### config.mk
export PLATFORM = sky130hd
export DESIGN_NAME = led_blink_arbiter
export DESIGN_NICKNAME = d
export VERILOG_FILES = /design/src/rtl/led_blink_arbiter.sv
export SDC_FILE = /design/constraint.sdc
export NUM_CORES = 1
export LEC_CHECK = 0
export ABC_AREA = 1
export BUFFER_PORTS_ARGS = -buffer_cell sky130_fd_sc_hd__clkbuf_2
export CAP_MARGIN = 0
export CORE_UTILIZATION = 55
export DETAILED_ROUTE_END_ITERATION = 7
export HOLD_SLACK_MARGIN = 0.06
export PLACE_DENSITY = 0.86
export SETUP_SLACK_MARGIN = 0.5
export SYNTH_ARGS = -nofsm -noshare
export SYNTH_HDL_FRONTEND = slang
export SYNTH_SLANG_ARGS = --single-unit
export TNS_END_PERCENT = 20
### constraint.sdc
create_clock -name clk -period 3.9 [get_ports clk]
set_clock_uncertainty 0.1 [all_clocks]
set_input_delay 0.195 -clock clk [delete_from_list [all_inputs] [get_ports clk]]
set_output_delay 0.195 -clock clk [all_outputs]
set_load 0.03 [all_outputs]
### src/rtl/led_blink_arbiter.sv
// led_blink_arbiter
//   Shares one active-low status LED between NUM_REQ requesters. A granted
//   requester gets a burst of blink_count[i] ON/OFF blinks, followed by
//   GAP_TICKS dark ticks, then a one-cycle done pulse. All phase timing is
//   advanced by the external single-cycle 'tick' pulse.
//
//   Build option:
//     LED_BLINK_FIXED_PRIO_EN  defined   -> lowest set req index always wins
//                                           (no round-robin pointer register)
//                              undefined -> round-robin arbitration
//
//   Ports:
//     clk          system clock
//     nRst         synchronous active-low reset
//     tick         one-cycle timing pulse, one tick per LED phase
//     req          per-requester request level
//     blink_count  count for requester i in bits [i*CNT_W +: CNT_W]
//     grant        one-hot owner of the LED, zero when idle
//     done         one-cycle completion pulse to the owner
//     busy         high whenever not idle
//     nLED         active-low LED drive, low only while in ON
module led_blink_arbiter #(
  parameter int unsigned NUM_REQ   = 4,
  parameter int unsigned CNT_W     = 4,
  parameter int unsigned GAP_TICKS = 4
) (
  input  logic                     clk,
  input  logic                     nRst,
  input  logic                     tick,
  input  logic [NUM_REQ-1:0]       req,
  input  logic [NUM_REQ*CNT_W-1:0] blink_count,
  output logic [NUM_REQ-1:0]       grant,
  output logic [NUM_REQ-1:0]       done,
  output logic                     busy,
  output logic                     nLED
);

  localparam int unsigned IDX_W = (NUM_REQ > 1) ? $clog2(NUM_REQ) : 1;
  localparam int unsigned GAP_W = $clog2(GAP_TICKS + 1);

  typedef enum logic [1:0] {
    S_IDLE,
    S_ON,
    S_OFF,
    S_GAP
  } state_t;

  state_t             state_q, state_d;
  logic [NUM_REQ-1:0] grant_q, grant_d;
  logic [NUM_REQ-1:0] done_q,  done_d;
  logic [CNT_W-1:0]   remain_q, remain_d;
  logic [GAP_W-1:0]   gap_q,   gap_d;
  logic               abort_q, abort_d;
`ifndef LED_BLINK_FIXED_PRIO_EN
  logic [IDX_W-1:0]   ptr_q,   ptr_d;
`endif

  // Per-requester view of the packed count bus.
  logic [CNT_W-1:0] cnt_arr [NUM_REQ];
  for (genvar g = 0; g < NUM_REQ; g++) begin : g_cnt
    assign cnt_arr[g] = blink_count[g*CNT_W +: CNT_W];
  end

  // Winner selection.
  logic             win_found;
  logic [IDX_W-1:0] win_idx;
  logic [CNT_W-1:0] win_count;

`ifdef LED_BLINK_FIXED_PRIO_EN
  always_comb begin
    win_found = 1'b0;
    win_idx   = '0;
    for (int unsigned i = 0; i < NUM_REQ; i++) begin
      if (!win_found && req[IDX_W'(i)]) begin
        win_found = 1'b1;
        win_idx   = IDX_W'(i);
      end
    end
  end
`else
  int unsigned cand;

  // Search starts one past the last owner so a requester that holds req
  // high cannot win again while anyone else is waiting.
  always_comb begin
    win_found = 1'b0;
    win_idx   = '0;
    cand      = 0;
    for (int unsigned k = 1; k <= NUM_REQ; k++) begin
      cand = (32'(ptr_q) + k) % NUM_REQ;
      if (!win_found && req[IDX_W'(cand)]) begin
        win_found = 1'b1;
        win_idx   = IDX_W'(cand);
      end
    end
  end
`endif

  assign win_count = cnt_arr[win_idx];

  logic owner_req;
  assign owner_req = |(req & grant_q);

  // Next-state logic. Each branch consumes at most one tick, so a tick on a
  // transition edge is never seen again by the state being entered.
  always_comb begin
    state_d  = state_q;
    grant_d  = grant_q;
    done_d   = '0;
    remain_d = remain_q;
    gap_d    = gap_q;
    abort_d  = abort_q;
`ifndef LED_BLINK_FIXED_PRIO_EN
    ptr_d    = ptr_q;
`endif

    case (state_q)
      S_IDLE: begin
        if (win_found) begin
          grant_d  = NUM_REQ'(1) << win_idx;
          remain_d = win_count;
          abort_d  = 1'b0;
`ifndef LED_BLINK_FIXED_PRIO_EN
          ptr_d    = win_idx;
`endif
          if (win_count == '0) begin
            state_d = S_GAP;
            gap_d   = GAP_W'(GAP_TICKS);
          end else begin
            state_d = S_ON;
          end
        end
      end

      S_ON: begin
        if (!owner_req) begin
          state_d = S_GAP;
          gap_d   = GAP_W'(GAP_TICKS);
          abort_d = 1'b1;
        end else if (tick) begin
          state_d = S_OFF;
        end
      end

      S_OFF: begin
        if (!owner_req) begin
          state_d = S_GAP;
          gap_d   = GAP_W'(GAP_TICKS);
          abort_d = 1'b1;
        end else if (tick) begin
          if (remain_q <= CNT_W'(1)) begin
            remain_d = '0;
            state_d  = S_GAP;
            gap_d    = GAP_W'(GAP_TICKS);
          end else begin
            remain_d = remain_q - CNT_W'(1);
            state_d  = S_ON;
          end
        end
      end

      S_GAP: begin
        if (tick) begin
          if (gap_q <= GAP_W'(1)) begin
            gap_d   = '0;
            state_d = S_IDLE;
            grant_d = '0;
            done_d  = abort_q ? '0 : grant_q;
            abort_d = 1'b0;
          end else begin
            gap_d = gap_q - GAP_W'(1);
          end
        end
      end

      default: begin
        state_d = S_IDLE;
        grant_d = '0;
      end
    endcase
  end

  always_ff @(posedge clk) begin
    if (!nRst) begin
      state_q  <= S_IDLE;
      grant_q  <= '0;
      done_q   <= '0;
      remain_q <= '0;
      gap_q    <= '0;
      abort_q  <= 1'b0;
`ifndef LED_BLINK_FIXED_PRIO_EN
      ptr_q    <= IDX_W'(NUM_REQ - 1);
`endif
    end else begin
      state_q  <= state_d;
      grant_q  <= grant_d;
      done_q   <= done_d;
      remain_q <= remain_d;
      gap_q    <= gap_d;
      abort_q  <= abort_d;
`ifndef LED_BLINK_FIXED_PRIO_EN
      ptr_q    <= ptr_d;
`endif
    end
  end

  assign grant = grant_q;
  assign done  = done_q;
  assign busy  = (state_q != S_IDLE);
  assign nLED  = (state_q != S_ON);

endmodule

Yosys cells after proc, flatten, opt, wreduce, memory -nomap -nowiden
Cells that the tools add are included.

cells by class
  $add $sub $neg = 6
  $mul = 0
  div/mod/pow operators = 0
  magnitude comparators = 7
  eq/ne operators = 15
  shift-type cells = 1
  multiplexer cells = 52
  bitwise logic cells = 6
  reductions and logical operators = 20

operator list
  operator                                                        number
  two-way mux 4 bit                                               9
  two-way mux 2 bit                                               13
  two-way mux 3 bit                                               8
  != test 2 bit, second input constant                            8
  one-hot mux 4 bit (2 select lines)                              2
  < comparator 2 x 3 -> 1 bit, second input constant              4
  two-way mux 1 bit                                               12
  one-hot mux 3 bit (4 select lines)                              1
  AND reduction 4 bit                                             3
  != test 3 bit, second input constant                            3
  binary-select mux 1 bit (select 2 bit)                          4
  binary-select mux 4 bit (select 2 bit)                          1
  one-hot mux 2 bit (4 select lines)                              1
  AND reduction 6 bit                                             1
  nonzero test 2 bit                                              3
  AND reduction 5 bit                                             1
  OR reduction 5 bit                                              1
  adder 2 x 1 -> 2 bit, second input constant                     2
  adder 2 bit, second input constant                              2
  AND 4 bit                                                       1
  == test 2 bit, second input constant                            2
  less-or-equal comparator 4 x 1 -> 1 bit, second input constant  1
  logical NOT 4 bit                                               1
  inverter 1 bit                                                  4
  other kinds (15)                                                19

word-level totals
  bits in registers = 20
  bits in latches = 0
  RAM bits = 0
  ROM bits = 0
  output and inout port bits = 10
  logic and storage cells = 114
  memories kept = 0

Depth between registers and ports, before layout
  depth after elaboration = 21
  gate-level depth with buffers = 23
  gate-level depth less buffers = 21

Least setup slack after synthesis
OpenSTA, ideal clock, no wires.

  path kind = register to register
  start point = reg ptr_q[0]
  end point = reg gap_q[0]
  library setup time = 115 ps
  data arrival time = 1780 ps
  slack = 1905 ps
  stages on the path, launching flop included = 20
  clock period less this slack = 1995 ps
  cells stage by stage = dfxtp_1 > buf_6 > inv_8 > nand2_2 > nand2_1 > nand2_2 > nand2_4 > inv_2 > nand3_1 > nand3_1 > nor2_2 > inv_2 > nand2_1 > nand2_1 > nor2_2 > nand2_2 > nand2_4 > nand3_1 > nand2_1 > nor2_1

on the way
  cells in the longest elaborated chain, start to end = 20
  elaborated cells on any way between the ends = 34

RTL lines
  element                                               line  RTL
  start, declared                                       55    logic [IDX_W-1:0] ptr_q, ptr_d;
  start signal, assigned                                192   ptr_q <= IDX_W'(NUM_REQ - 1);
  start signal, assigned                                202   ptr_q <= ptr_d;
  adder 2 x 1 -> 2 bit                                  90    cand = (32'(ptr_q) + k) % NUM_REQ;
  binary-select mux 1 bit (select 2 bit)                91    if (!win_found && req[IDX_W'(cand)]) begin
  two-way mux 1 bit (implied by the code)               91
  two-way mux 1 bit                                     91
  logical NOT 1 bit                                     91
  logical AND 1 bit                                     91
  two-way mux 1 bit                                     91
  logical NOT 1 bit                                     91
  [3 not listed]                                        -
  logical AND 1 bit                                     91
  two-way mux 2 bit                                     91
  inverter 2 -> 3 bit (implied by the code)             99    assign win_count = cnt_arr[win_idx];
  binary-select mux 4 bit (select 2 bit)                99
  two-way mux 4 bit (implied by the code) (2 in a row)  99
  logical NOT 4 bit                                     126   if (win_count == '0) begin
  != test 2 bit (no source line)                        -
  AND reduction 6 bit (no source line) *                -
  end signal, assigned                                  199   gap_q <= gap_d;
  end, declared                                         52    logic [GAP_W-1:0] gap_q, gap_d;

Every way passes the cells marked *; elsewhere a longest branch is shown, timed or not. The select of a mux whose other input is x is not followed.
A chain may end at the register's enable or synchronous reset.

Worst setup path after layout
Ends and elaborated chain as after synthesis.

==> key figures <==
Run status
  – Status: finished clean

Placement
  – Placed instance area: 0.001684 sq mm
  – Port bufs: 32
  – GPL Wtd Cong: 0.8348
  – Worst slack, placed: 1.416 ns
  – HPWL after DPL: 2.655 mm

GRT
  – Vias in the first global route: 1399
  – Initial antenna violation count: 0
  – Largest net degree at the start of global routing: 13
  – Gr ovfl total: 0
  – Total GRT Usage: 0.2582
  – Global-route wire length before repair: 5.526 mm

Final layout
  – Design Area, Final: 0.001747 sq mm
  – Fin util: 0.6803
  – Area Overhead vs Synth: 13.68%
  – Nets: 304
  – Layout cells sized above 1: 0.2234
  – Fillers: 239
  – Area taken by flip-flops and latches: 400.4 sq um
  – Multi-input gate area: 955.9 sq um
  – Diode count: 0
  – Most common cell after layout, fill and taps aside: nand2_1
  – Most frequent cells in the layout: nand2_1, clkbuf_2, inv_1

Worst setup path
  – Critical path type: reg -> reg
  – FF-to-FF setup slack: 1.37 ns
  – Critical Path End: gap_q[0]$_SDFFE_PN0P_
  – CP endpoint kind: flop
  – Critical path peak fanout: 11
  – R2R cell count: 19
  – Worst EP required: 4.02 ns
  – R2R Path End: gap_q[0]$_SDFFE_PN0P_
  – CP Data Arrival Time: 2.64 ns
  – Worst Setup SP: ptr_q[0]$_SDFFE_PN1P_
  – WP depth: 19
  – Max incr delay on CP: 0.57 ns
  – Largest delay contributor family on the critical path: simple AND/OR/NAND/NOR gates
  – Worst R2R Start: ptr_q[0]$_SDFFE_PN1P_
  – Most used cell, CP: nand2_1
  – Crit path buf inv count: 2
  – Crit-path slowest cell: dfxtp_1
  – Startpoint types: flop
  – Cell Chain, Critical Path: inv_8, nand2_2, nand2_2, nand2_2, nand2_4, inv_2, nand2_1, nand2_1, nand2_2, nand2_1, nand2_1, nand2_1, nand2_1, nor2_2, nand2_2, nand2_4, nand3_1, nand2_1, nor2_1

STA
  – Tightest Pin Transition: 0.6131 ns
  – Setup violators final: 0
  – FMAX: 395.8 MHz
  – Max-slew violation count: 0
  – TNS Setup: 0 ns
  – Slew headroom: 0.5895
  – Period utilisation layout: 0.6479
  – Min Tclk post-route: 2.527 ns
  – RSZ-0062 raised after global routing: no
  – Final hold vios: 0
  – Fin worst setup slack: 1.373 ns

Floorplanning
  – Die Wd: 54.86 microns
  – Rows: 18
  – DIE AREA: 0.003009 sq mm
  – Die Ht: 54.86 microns
  – Boundary Pins: 33
  – Starting density of the core: 0.5984
  – Core Area: 0.002567 sq mm

Logic synthesis
  – Total of warnings raised by yosys: 0
  – Netlist Area Pre-Place: 0.001536 sq mm
  – Seq/Total Area, Yosys: 0.2606
  – Post-Syn Nets: 272
  – Synth cell types: 32
  – Syn_area_per_cell: 6.349 sq um
  – Synthesized flop and latch total: 20
  – Post-Synthesis Cells: 242

Clock tree
  – H-tree level count: 1
  – Root buf cell: clkbuf_4
  – Clock tree sinks: 20
  – TritonCTS buffer count: 3
  – Max Root-Sink Buffers: 2
  – Reg clk slew, reported paths: 0.12 ns
  – Post-CTS sizing: 0
  – Worst-skew pair later-pin latency: 0.31 ns
  – TritonCTS clock tree: built

Route
  – Residual DRC count: 0
  – Drt total wl: 3.431 mm
  – Avg WL per Cell: 11.32 microns
  – Vias: 1657
  – Post-DRT Antenna Nets: 0
  – Vias per cell: 5.469
  – Starting DRT DRC Count: 43
  – Pre-Repair DR Iteration Count: 4

Power and ir drop
  – Pwr Density: 969.8 mW/mm^2
  – Leakage power: 0.9198 nW
  – Sw Share: 0.5466
  – P_sw: 0.0009258 W
  – Power share of the combinational group: 0.701
  – Internal power: 0.0007681 W
  – Tot Pwr: 0.001694 W
  – VDD IR max: 0.7111 mV
  – Share of power burned in registers: 0.198
  – Clock share of power: 0.101

Min path
  – Worst min-delay path category: in -> reg

Job
  – Max Cap Viol: 0
## power groups by stage
stage	clock network (W)	registers, W	logic (W)
finish	0.000171	0.000335	0.00119
global route	0.000182	0.000345	0.00134
CTS	0.000175	0.000334	0.00118
detailed placement	0	0.000339	0.00116
global placement	0	0.000336	0.00115
floorplan	0	0.000341	0.00100
## flip-flops by register name (all words and copies together), names as in the netlist
register / cells
abort_q: 1
done: 4
remain_q: 4
gap_q: 3
state_q: 2
grant: 4
ptr_q: 2
## cells in the mapped netlist, drive strengths merged
cell | number | area share
a21oi | 15 | 0.049
a221oi | 4 | 0.023
a22o | 1 | 0.0057
a31oi | 1 | 0.0041
buf | 5 | 0.030
clkbuf | 1 | 0.0024
dfxtp | 20 | 0.26
ha | 7 | 0.057
inv | 32 | 0.085
nand2 | 89 | 0.25
nand3 | 22 | 0.075
nand4 | 4 | 0.016
nor2 | 23 | 0.066
nor3 | 1 | 0.0033
o211ai | 3 | 0.015
o21ai | 7 | 0.023
o21bai | 1 | 0.0049
o221a | 1 | 0.0073
o22ai | 2 | 0.0081
or2 | 1 | 0.0041
xor2 | 2 | 0.011
## per-stage QoR
| step | instances | hold WS, ns |
|---|---|---|
| final | 303 | 0.1763 |
| after global routing | 303 | 0.1765 |
| after CTS | 303 | 0.1678 |
| after detailed placement | 298 | 0.3635 |
| after global placement | 298 | 0.3597 |
| after floorplan | 242 | 0.2157 |
## tightest hold or removal path, cell delays in order
cell and delay (ns):
clkbuf_2 0.12, nand4_1 0.18, nor2_1 0.05
## routing by layer
| metal | vias up | GRT usage | part of all wire |
|---|---|---|---|
| met3 | 6 | 0.06111 | 0.051 |
| li1 | 843 | - | - |
| met2 | 57 | 0.4558 | 0.48 |
| met4 | 0 | 0.09402 | 0.013 |
| met5 | - | 0 | 0 |
| met1 | 751 | 0.2965 | 0.45 |
## cell families after synthesis
kind of cell | after synthesis | share of synthesized area
DFF | 20 | 0.2606
adders and majority gates | 7 | 0.05700
AOI/OAI and AO/OA | 35 | 0.1392
xor gates and xnor gates | 2 | 0.01140
and+or+nand+nor | 140 | 0.4145
buffers and inverters | 38 | 0.1173
## how the worst min path moves through the flow
stage	from	to	slack (ns)	cells after the start
final	tick	done[0]$_SDFF_PP0_	0.18	3
after global routing	tick	done[0]$_SDFF_PP0_	0.18	3
after CTS	tick	done[0]$_SDFF_PP0_	0.17	3
after detailed placement	grant[0]$_SDFFE_PN0P_	done[0]$_SDFF_PP0_	0.36	2
after global placement	grant[0]$_SDFFE_PN0P_	done[0]$_SDFF_PP0_	0.36	2
after floorplan	nRst	gap_q[1]$_SDFFE_PN0P_	0.22	2
## cell type report
type	count	area share
Clock inverter	1	0.01719
Clock buffer	3	0.01289
Multi-Input combinational cell	184	0.5473
Sequential cell	20	0.2292
Tap cell	30	0.02149
Inverter	32	0.07450
Timing Repair Buffer	33	0.09742
## what timing repair did
action | in CTS | in global routing
setup buffers | 0 | 0
hold buffers | 1 | 0
hold endpoints to repair | 2 | 0
No activity file was read; power rests on OpenSTA's default activity.
